### src/rtl/mem_access_stage_pkg.sv
// Shared MEM-stage types: FSM states, default widths and the
// MEM/WB bubble encoding.
package mem_access_stage_pkg;

   localparam int MEM_DATA_WIDTH     = 32;
   localparam int MEM_REG_ADDR_WIDTH = 5;

   typedef enum logic [0:0] {
      IDLE     = 1'b0,
      WAIT_RSP = 1'b1
   } state_e;

   typedef struct packed {
      logic reg_wr_en;
      logic mem_to_reg_wr;
   } wb_ctrl_t;

   localparam wb_ctrl_t WB_BUBBLE = '{reg_wr_en: 1'b0, mem_to_reg_wr: 1'b0};

endpackage

### src/rtl/d_ff.sv
// Enabled pipeline register with synchronous active-low clear.
module d_ff #(
   parameter int WIDTH = 1
) (
   input  logic             clk,
   input  logic             reset,
   input  logic             en,
   input  logic [WIDTH-1:0] d,
   output logic [WIDTH-1:0] q
);

   always_ff @(posedge clk) begin
      if (!reset) begin
         q <= '0;
      end else if (en) begin
         q <= d;
      end
   end

endmodule

### src/rtl/mem_access_stage_sat_counter.sv
// Enable counter that sticks at all-ones instead of wrapping.
module mem_access_stage_sat_counter #(
   parameter int WIDTH = 32
) (
   input  logic             clk,
   input  logic             reset,
   input  logic             en,
   output logic [WIDTH-1:0] count
);

   always_ff @(posedge clk) begin
      if (!reset) begin
         count <= '0;
      end else if (en && (count != '1)) begin
         count <= count + WIDTH'(1);
      end
   end

endmodule

### src/rtl/mem_access_stage.sv
// MEM stage: drives the valid/ready data-memory port, stalls upstream
// while an access is outstanding and builds the MEM/WB register.
module mem_access_stage
   import mem_access_stage_pkg::*;
#(
   parameter int DATA_WIDTH     = MEM_DATA_WIDTH,
   parameter int REG_ADDR_WIDTH = MEM_REG_ADDR_WIDTH,
   parameter int CNT_WIDTH      = 32
) (
   input  logic                      clk,
   input  logic                      reset,
   input  logic                      ex_mem_reg_wr_en,
   input  logic                      ex_mem_mem_to_reg_wr,
   input  logic                      ex_mem_mem_wr_en,
   input  logic [REG_ADDR_WIDTH-1:0] ex_mem_reg_wr_addr,
   input  logic [DATA_WIDTH-1:0]     ex_mem_alu_result,
   input  logic [DATA_WIDTH-1:0]     ex_mem_mem_wr_data,
   output logic                      dmem_req_valid,
   input  logic                      dmem_req_ready,
   output logic                      dmem_req_we,
   output logic [DATA_WIDTH-1:0]     dmem_req_addr,
   output logic [DATA_WIDTH-1:0]     dmem_req_wdata,
   input  logic                      dmem_rsp_valid,
   input  logic [DATA_WIDTH-1:0]     dmem_rsp_rdata,
   output logic                      mem_stall,
   output logic [DATA_WIDTH-1:0]     mem_fwd_data,
   output logic                      mem_wb_reg_wr_en,
   output logic                      mem_wb_mem_to_reg_wr,
   output logic [REG_ADDR_WIDTH-1:0] mem_wb_reg_wr_addr,
   output logic [DATA_WIDTH-1:0]     mem_wb_alu_result,
   output logic [DATA_WIDTH-1:0]     mem_wb_read_data,
   output logic                      mem_misaligned,
   output logic [CNT_WIDTH-1:0]      stall_count
);

   state_e   state;
   state_e   state_d;
   wb_ctrl_t wb_ctrl_d;
   logic     access;
   logic     is_store;
   logic     aligned;
   logic     rd_capture;
   logic     misaligned_d;

   assign dmem_req_we    = ex_mem_mem_wr_en;
   assign dmem_req_addr  = ex_mem_alu_result;
   assign dmem_req_wdata = ex_mem_mem_wr_data;
   assign mem_fwd_data   = ex_mem_alu_result;

   always_comb begin
      access         = ex_mem_mem_to_reg_wr | ex_mem_mem_wr_en;
      is_store       = ex_mem_mem_wr_en;
      aligned        = (ex_mem_alu_result[1:0] == 2'b00);
      dmem_req_valid = 1'b0;
      mem_stall      = 1'b0;
      rd_capture     = 1'b0;
      misaligned_d   = 1'b0;
      state_d        = state;
      wb_ctrl_d      = '{reg_wr_en:     ex_mem_reg_wr_en,
                         mem_to_reg_wr: ex_mem_mem_to_reg_wr};
      unique case (state)
         IDLE: begin
            if (access && !aligned) begin
               wb_ctrl_d    = WB_BUBBLE;
               misaligned_d = 1'b1;
            end else if (access) begin
               dmem_req_valid = 1'b1;
               if (!dmem_req_ready) begin
                  mem_stall = 1'b1;
                  wb_ctrl_d = WB_BUBBLE;
               end else if (is_store) begin
                  wb_ctrl_d.reg_wr_en = 1'b0;
               end else if (dmem_rsp_valid) begin
                  rd_capture = 1'b1;
               end else begin
                  mem_stall = 1'b1;
                  wb_ctrl_d = WB_BUBBLE;
                  state_d   = WAIT_RSP;
               end
            end
         end
         WAIT_RSP: begin
            if (dmem_rsp_valid) begin
               rd_capture = 1'b1;
               state_d    = IDLE;
            end else begin
               mem_stall = 1'b1;
               wb_ctrl_d = WB_BUBBLE;
            end
         end
         default: state_d = IDLE;
      endcase
   end

   always_ff @(posedge clk) begin
      if (!reset) begin
         state <= IDLE;
      end else begin
         state <= state_d;
      end
   end

   d_ff #(.WIDTH(1)) u_wb_reg_wr_en (
      .clk(clk), .reset(reset), .en(1'b1),
      .d(wb_ctrl_d.reg_wr_en), .q(mem_wb_reg_wr_en)
   );

   d_ff #(.WIDTH(1)) u_wb_mem_to_reg (
      .clk(clk), .reset(reset), .en(1'b1),
      .d(wb_ctrl_d.mem_to_reg_wr), .q(mem_wb_mem_to_reg_wr)
   );

   d_ff #(.WIDTH(REG_ADDR_WIDTH)) u_wb_reg_wr_addr (
      .clk(clk), .reset(reset), .en(1'b1),
      .d(ex_mem_reg_wr_addr), .q(mem_wb_reg_wr_addr)
   );

   d_ff #(.WIDTH(DATA_WIDTH)) u_wb_alu_result (
      .clk(clk), .reset(reset), .en(1'b1),
      .d(ex_mem_alu_result), .q(mem_wb_alu_result)
   );

   // Load data only moves when a read actually completes.
   d_ff #(.WIDTH(DATA_WIDTH)) u_wb_read_data (
      .clk(clk), .reset(reset), .en(rd_capture),
      .d(dmem_rsp_rdata), .q(mem_wb_read_data)
   );

   d_ff #(.WIDTH(1)) u_misaligned (
      .clk(clk), .reset(reset), .en(1'b1),
      .d(misaligned_d), .q(mem_misaligned)
   );

   mem_access_stage_sat_counter #(.WIDTH(CNT_WIDTH)) u_stall_cnt (
      .clk(clk), .reset(reset), .en(mem_stall), .count(stall_count)
   );

endmodule

### config.mk
export PLATFORM = sky130hd
export DESIGN_NAME = mem_access_stage
export DESIGN_NICKNAME = d
export VERILOG_FILES = /design/src/rtl/mem_access_stage_pkg.sv /design/src/rtl/d_ff.sv /design/src/rtl/mem_access_stage_sat_counter.sv /design/src/rtl/mem_access_stage.sv
export SDC_FILE = /design/constraint.sdc
export NUM_CORES = 1
export LEC_CHECK = 0
export ABC_AREA = 1
export BUFFER_PORTS_ARGS = -buffer_cell sky130_fd_sc_hd__buf_2
export CORE_ASPECT_RATIO = 0.75
export CORE_MARGIN = 2
export CORE_UTILIZATION = 28
export CTS_CLUSTER_SIZE = 20
export DETAILED_ROUTE_END_ITERATION = 10
export MAX_ROUTING_LAYER = met4
export PLACE_DENSITY = 0.69
export SETUP_SLACK_MARGIN = 0.4
export SLEW_MARGIN = 10
export SYNTH_ARGS = -nofsm -noshare
export SYNTH_HDL_FRONTEND = slang
export SYNTH_SLANG_ARGS = --single-unit
### constraint.sdc
create_clock -name clk -period 1.6 [get_ports clk]
set_clock_uncertainty 0.2 [all_clocks]
set_input_delay 0.16 -clock clk [delete_from_list [all_inputs] [get_ports clk]]
set_output_delay 0.16 -clock clk [all_outputs]
set_load 0.01 [all_outputs]
* After elaboration in Yosys (flattened, before gate mapping) *
Cells that the tools add are included.

word-level totals
  register bits = 105
  bits in latches = 0
  bits in writable memories = 0
  memory bits (read-only) = 0
  input bits = 108
  output and inout bits = 203
  word-level logic and storage cells = 45
  memories = 0

cells by class
  add/subtract/negate cells = 1
  multipliers = 0
  div/mod/pow operators = 0
  $lt $le $gt $ge = 0
  equal/unequal tests = 1
  shift operators = 0
  mux-type cells = 27
  bitwise operators = 3
  reductions and logical operators = 5

operator list
  cell                   count
  $add 32x1->32 const B  1
  $ne 32x32->1 const B   1
  $mux 1                 19
  $mux 2                 4
  $pmux 1 s2             3
  $pmux 2 s2             1
  $logic_and 1x1->1      2
  $logic_not 2->1        1
  $not 1->1              2
  $reduce_or 2->1        1
  $logic_not 1->1        1
  $or 1x1->1             1

* Logic depth before layout (Yosys ltp) *
  word-level depth = 7
  gate-level depth with buffers = 11
  gate-level depth less buffers = 10

* By module *
From an unflattened synthesis, not the netlist that was laid out.

second synthesis, totals
  cells, all modules = 909
  area total of the unflattened synthesis = 5835.6 um^2

by module, submodules not included
  module                        instances  cells each  area an instance (um^2)  sequential area each (um^2)
  d_ff (u_wb_alu_result ...)    2          202         1335.0                   640.6
  mem_access_stage_sat_counter  1          324         1911.8                   640.6
  mem_access_stage              1          132         924.6                    20.0
  d_ff (u_wb_reg_wr_addr)       1          31          205.2                    100.1
  d_ff (u_misaligned ...)       3          6           41.3                     20.0

* Worst setup path after synthesis *
Ideal clock, no wire load.

  kind = reg-to-reg
  start = register u_stall_cnt.count[0]
  end = register u_stall_cnt.count[0]
  library setup time = 116 ps
  data arrival time = 1518 ps
  required time = 1284 ps
  slack = -234 ps
  cell stages (with the launch flop) = 12
  path buffers = 1
  clock period less this slack = 1834 ps
  path through = dfxtp_1 > ha_1 > nand2_2 > nor2_8 > nand2_4 > nor2_8 > nand2_2 > nand2_2 > inv_2 > buf_2 > nor2_1 > nor2_1

between the ends
  word-level cells in the longest chain between the ends = 2
  elaborated cells on any way between the ends = 3
  those cells by class = 1 x add/sub; 1 x eq/ne; 1 x reduce/logical

ends and longest elaborated chain
  what                                                                   line                                RTL
  start, declared                                                        mem_access_stage_sat_counter.sv:8   output logic [WIDTH-1:0] count
  start signal, assigned                                                 mem_access_stage_sat_counter.sv:15  count <= count + WIDTH'(1);
  parallel branches: the longest is 2 deep, another holds $add 32x1->32  -

Parallel ways; which one is timed is not known.
A chain may end at the register's enable or synchronous reset.

* Final worst setup path *
  start = register u_stall_cnt.count[1]
  end = register u_stall_cnt.count[16]

Same word-level chain as after synthesis.

==> impl_metrics.ini <==
[synthesis]
synth_area_leaders = dfxtp_1 (41%), buf_4 (14%), nand2_1 (11%), nor2_1 (11%), inv_1 (4.7%)
synth.largest_area_cell = dfxtp_1
syn_inst = 721
yosysWarnings = 0
syn_avg_cell_area_um2 = 7.132
synth_cell_types = 28
synth_top_area_share_pct = 40.88
syn_area_um2 = 5142
synth_nets = 830
ys_seq_elements = 105
ys_seq_area_share_pct = 40.88

[timing]
postLayoutSetupSlackWorst_ns = -0.1832
relSlewSlack_pct = 65.92
grt_setup_unrepaired = true
worstMarginPinSlew_ns = 0.5107
fmax_mhz = 560.8
setup_violations = 33
period_share_pct = 111.5
min_period_ns = 1.783
final_hold_viol_count = 0
whs_ns = 0.01804
final-max-slew-violation-count = 0
final.setup.tns_ns = -3.866

[drt]
viasPerCell = 4.358
first_iter_violations = 279
wire_per_inst_um = 14.47
num_vias = 5687
routed_wirelength_um = 18880
ant_nets = 0
drc = 0
dr.pass1.iters = 5

[place]
dpl.hpwl_um = 11940
place_inst = 1173
dp_slack_ns = -0.2064
gp_congestion = 0.8542
io_buffers = 246

[clocking]
cts-root-buf = clkbuf_16
cts_tree = done
numCtsBuffers = 9
clock_latency_ns = 0.36
clk_path_buf_depth = 2
numClockSinks = 105
path_clk_slew_ns = 0.07
h-tree-depth = 3

[global_routing]
antenna_found_initial = 0
grt_overflow = 0
grt_use_total_pct = 19.11
grt_max_degree = 80
first_global_vias = 5611
grt_pass1_wl_um = 28350

[die]
die_x_um = 160.5
die_area_um2 = 19480
coreArea_um2 = 17810
start_util_pct = 28.87
ioPinCount = 311
die_h_um = 121.4
rows = 42

[flow_run]
cap_violations = 0

[worst_setup_path]
cp-end-kind = flop
r2r_cells = 10
path_cells = ha_4 > nand2_4 > nor2_8 > nand2_4 > nor2_8 > buf_6 > nand3_4 > nand3_2 > nand2_1 > nor2_1
crit_type = flop to flop
crit_fanout = 8
required_ns = 1.69
reg2reg_from = u_stall_cnt.count[1]
critPathSlowestCell = dfxtp_4
cp-start-kind = flop
timing.rr.end = u_stall_cnt.count[16]
r2r_slack_ns = -0.18
worst_ep_arrival_time_ns = 1.87
cpPeakStageDelay_ns = 0.37

[min_path]
hold_class = input port to flop
worstHoldStart = dmem_rsp_valid
holdPathEnd = state
whs_path_depth = 5

[layout]
drive_above_1_share_pct = 58.42
fill_cells = 1555
syn_to_final_growth_pct = 81.14
n_antenna_cell = 0
fin_nets = 1168
final_cell_count_no_fill = 1305

[power]
irDropWorstVdd_mv = 0.5233
total_power_mw = 5.752
p_per_area_nw_per_um2 = 617.5
p_leak_nw = 4.491

[run_status]
status = finished, violations left
violations = setup timing
## registers in the layout, summed over array words and instances (netlist names)
name	flops
state	1
u_misaligned.q	1
u_stall_cnt.count	32
u_wb_alu_result.q	32
u_wb_mem_to_reg.q	1
u_wb_read_data.q	32
u_wb_reg_wr_addr.q	5
u_wb_reg_wr_en.q	1
## per-stage QoR
step / cell area [um2] / utilization (%)
global placement: 6570 / 36.88
floorplan: 5283 / -
finish: 9315 / 52.29
CTS: 8869 / 49.78
detailed placement: 6570 / 36.88
global route: 9315 / 52.29
## metal layers
metal	GRT usage [%]	routed length (um)
met1	22.07	7739
met4	5.518	305
met5	-	0
met2	34.02	9986
met3	3.623	849
## timing repair
item,in CTS,in global routing
buffers inserted,23,13
endpoints found under the hold margin,71,0
resized for setup,274,109
gates cloned,9,1
hold buffers,71,0
setup endpoints to repair,104,133
pin swaps,51,42
## where the power goes
group	switching, mW	leakage, nW	internal (mW)	total (mW)
Sequential	0.0296	0.892	2.68	2.71
Clock	1.07	0.134	1.07	2.14
Combinational	0.457	3.46	0.451	0.908
Total	1.55	4.49	4.20	5.75
## worst max-delay path: cells and delay by family (launching register included)
family | cells | cell delay (ns)
simple gates | 8 | 0.86
fa+ha+maj | 1 | 0.14
flops | 1 | 0.37
buf+inv | 1 | 0.13
## cells in the mapped netlist
| cell type | count |
|---|---|
| nand2_1 | 151 |
| nor2_1 | 150 |
| dfxtp_1 | 105 |
| buf_4 | 98 |
| inv_1 | 64 |
| o21ai_0 | 37 |
| a21oi_1 | 30 |
| nand3_1 | 21 |
| clkbuf_1 | 12 |
| nand3_2 | 7 |
| buf_2 | 6 |
| nand2_2 | 5 |
| nor2_2 | 5 |
| buf_6 | 4 |
| inv_2 | 4 |
| xnor2_1 | 4 |
| xor2_1 | 3 |
| nand3_4 | 2 |
| nor2_4 | 2 |
| nor2_8 | 2 |
| nor3_1 | 2 |
| a211oi_1 | 1 |
| a31oi_1 | 1 |
| and2_1 | 1 |
| ha_1 | 1 |
| nand2_4 | 1 |
| o21ai_1 | 1 |
| o21ai_2 | 1 |
## worst max-delay path by stage
stage / from / to / slack [ns]
final: u_stall_cnt.count[1] / u_stall_cnt.count[16] / -0.18
after floorplan: u_stall_cnt.count[1] / u_stall_cnt.count[28] / -0.06
after CTS: state / mem_stall / -0.16
after global placement: ex_mem_mem_wr_en / u_stall_cnt.count[19] / -0.14
after detailed placement: u_stall_cnt.count[1] / u_stall_cnt.count[26] / -0.21
after global routing: u_stall_cnt.count[1] / u_stall_cnt.count[16] / -0.27
## cell families (layout without fill, tap and decap cells)
logic type	after synthesis	after routing	share of synthesized area, %
adders and majority gates	1	1	0.2433
buffers and inverters	188	528	21.61
and+or+nand+nor	349	351	29.03
DFF	105	105	40.88
xor gates and xnor gates	7	7	1.192
AOI/OAI and AO/OA	71	71	7.056
## cells in the final DEF, fill, tap and decap left out, types with 22 or more instances in the layout
| cell type | Yosys | final |
|---|---|---|
| nor2_1 | 150 | 78 |
| a21oi_2 | 0 | 23 |
| o21ai_0 | 37 | 22 |
| nor2_4 | 2 | 48 |
| dfxtp_1 | 105 | 41 |
| nand2_1 | 151 | 131 |
| buf_6 | 4 | 92 |
| inv_1 | 64 | 58 |
| buf_2 | 6 | 198 |
| dfxtp_2 | 0 | 52 |
| buf_4 | 98 | 69 |
| nor2_2 | 5 | 31 |
| dlygate4sd3_1 | 0 | 71 |
## layout make-up
class | instances | area [um2] | share of cell area (%)
Clock buffer | 9 | 225.2 | 2.418
Clock inverter | 6 | 51.30 | 0.5507
Timing Repair Buffer | 441 | 3488 | 37.45
Sequential cell | 105 | 2212 | 23.75
Inverter | 68 | 282.8 | 3.036
Multi-Input combinational cell | 430 | 2675 | 28.72
Timing Repair inverter | 4 | 77.57 | 0.8328
Tap cell | 242 | 302.8 | 3.251
Note: power is estimated with default switching activity, not from simulation.
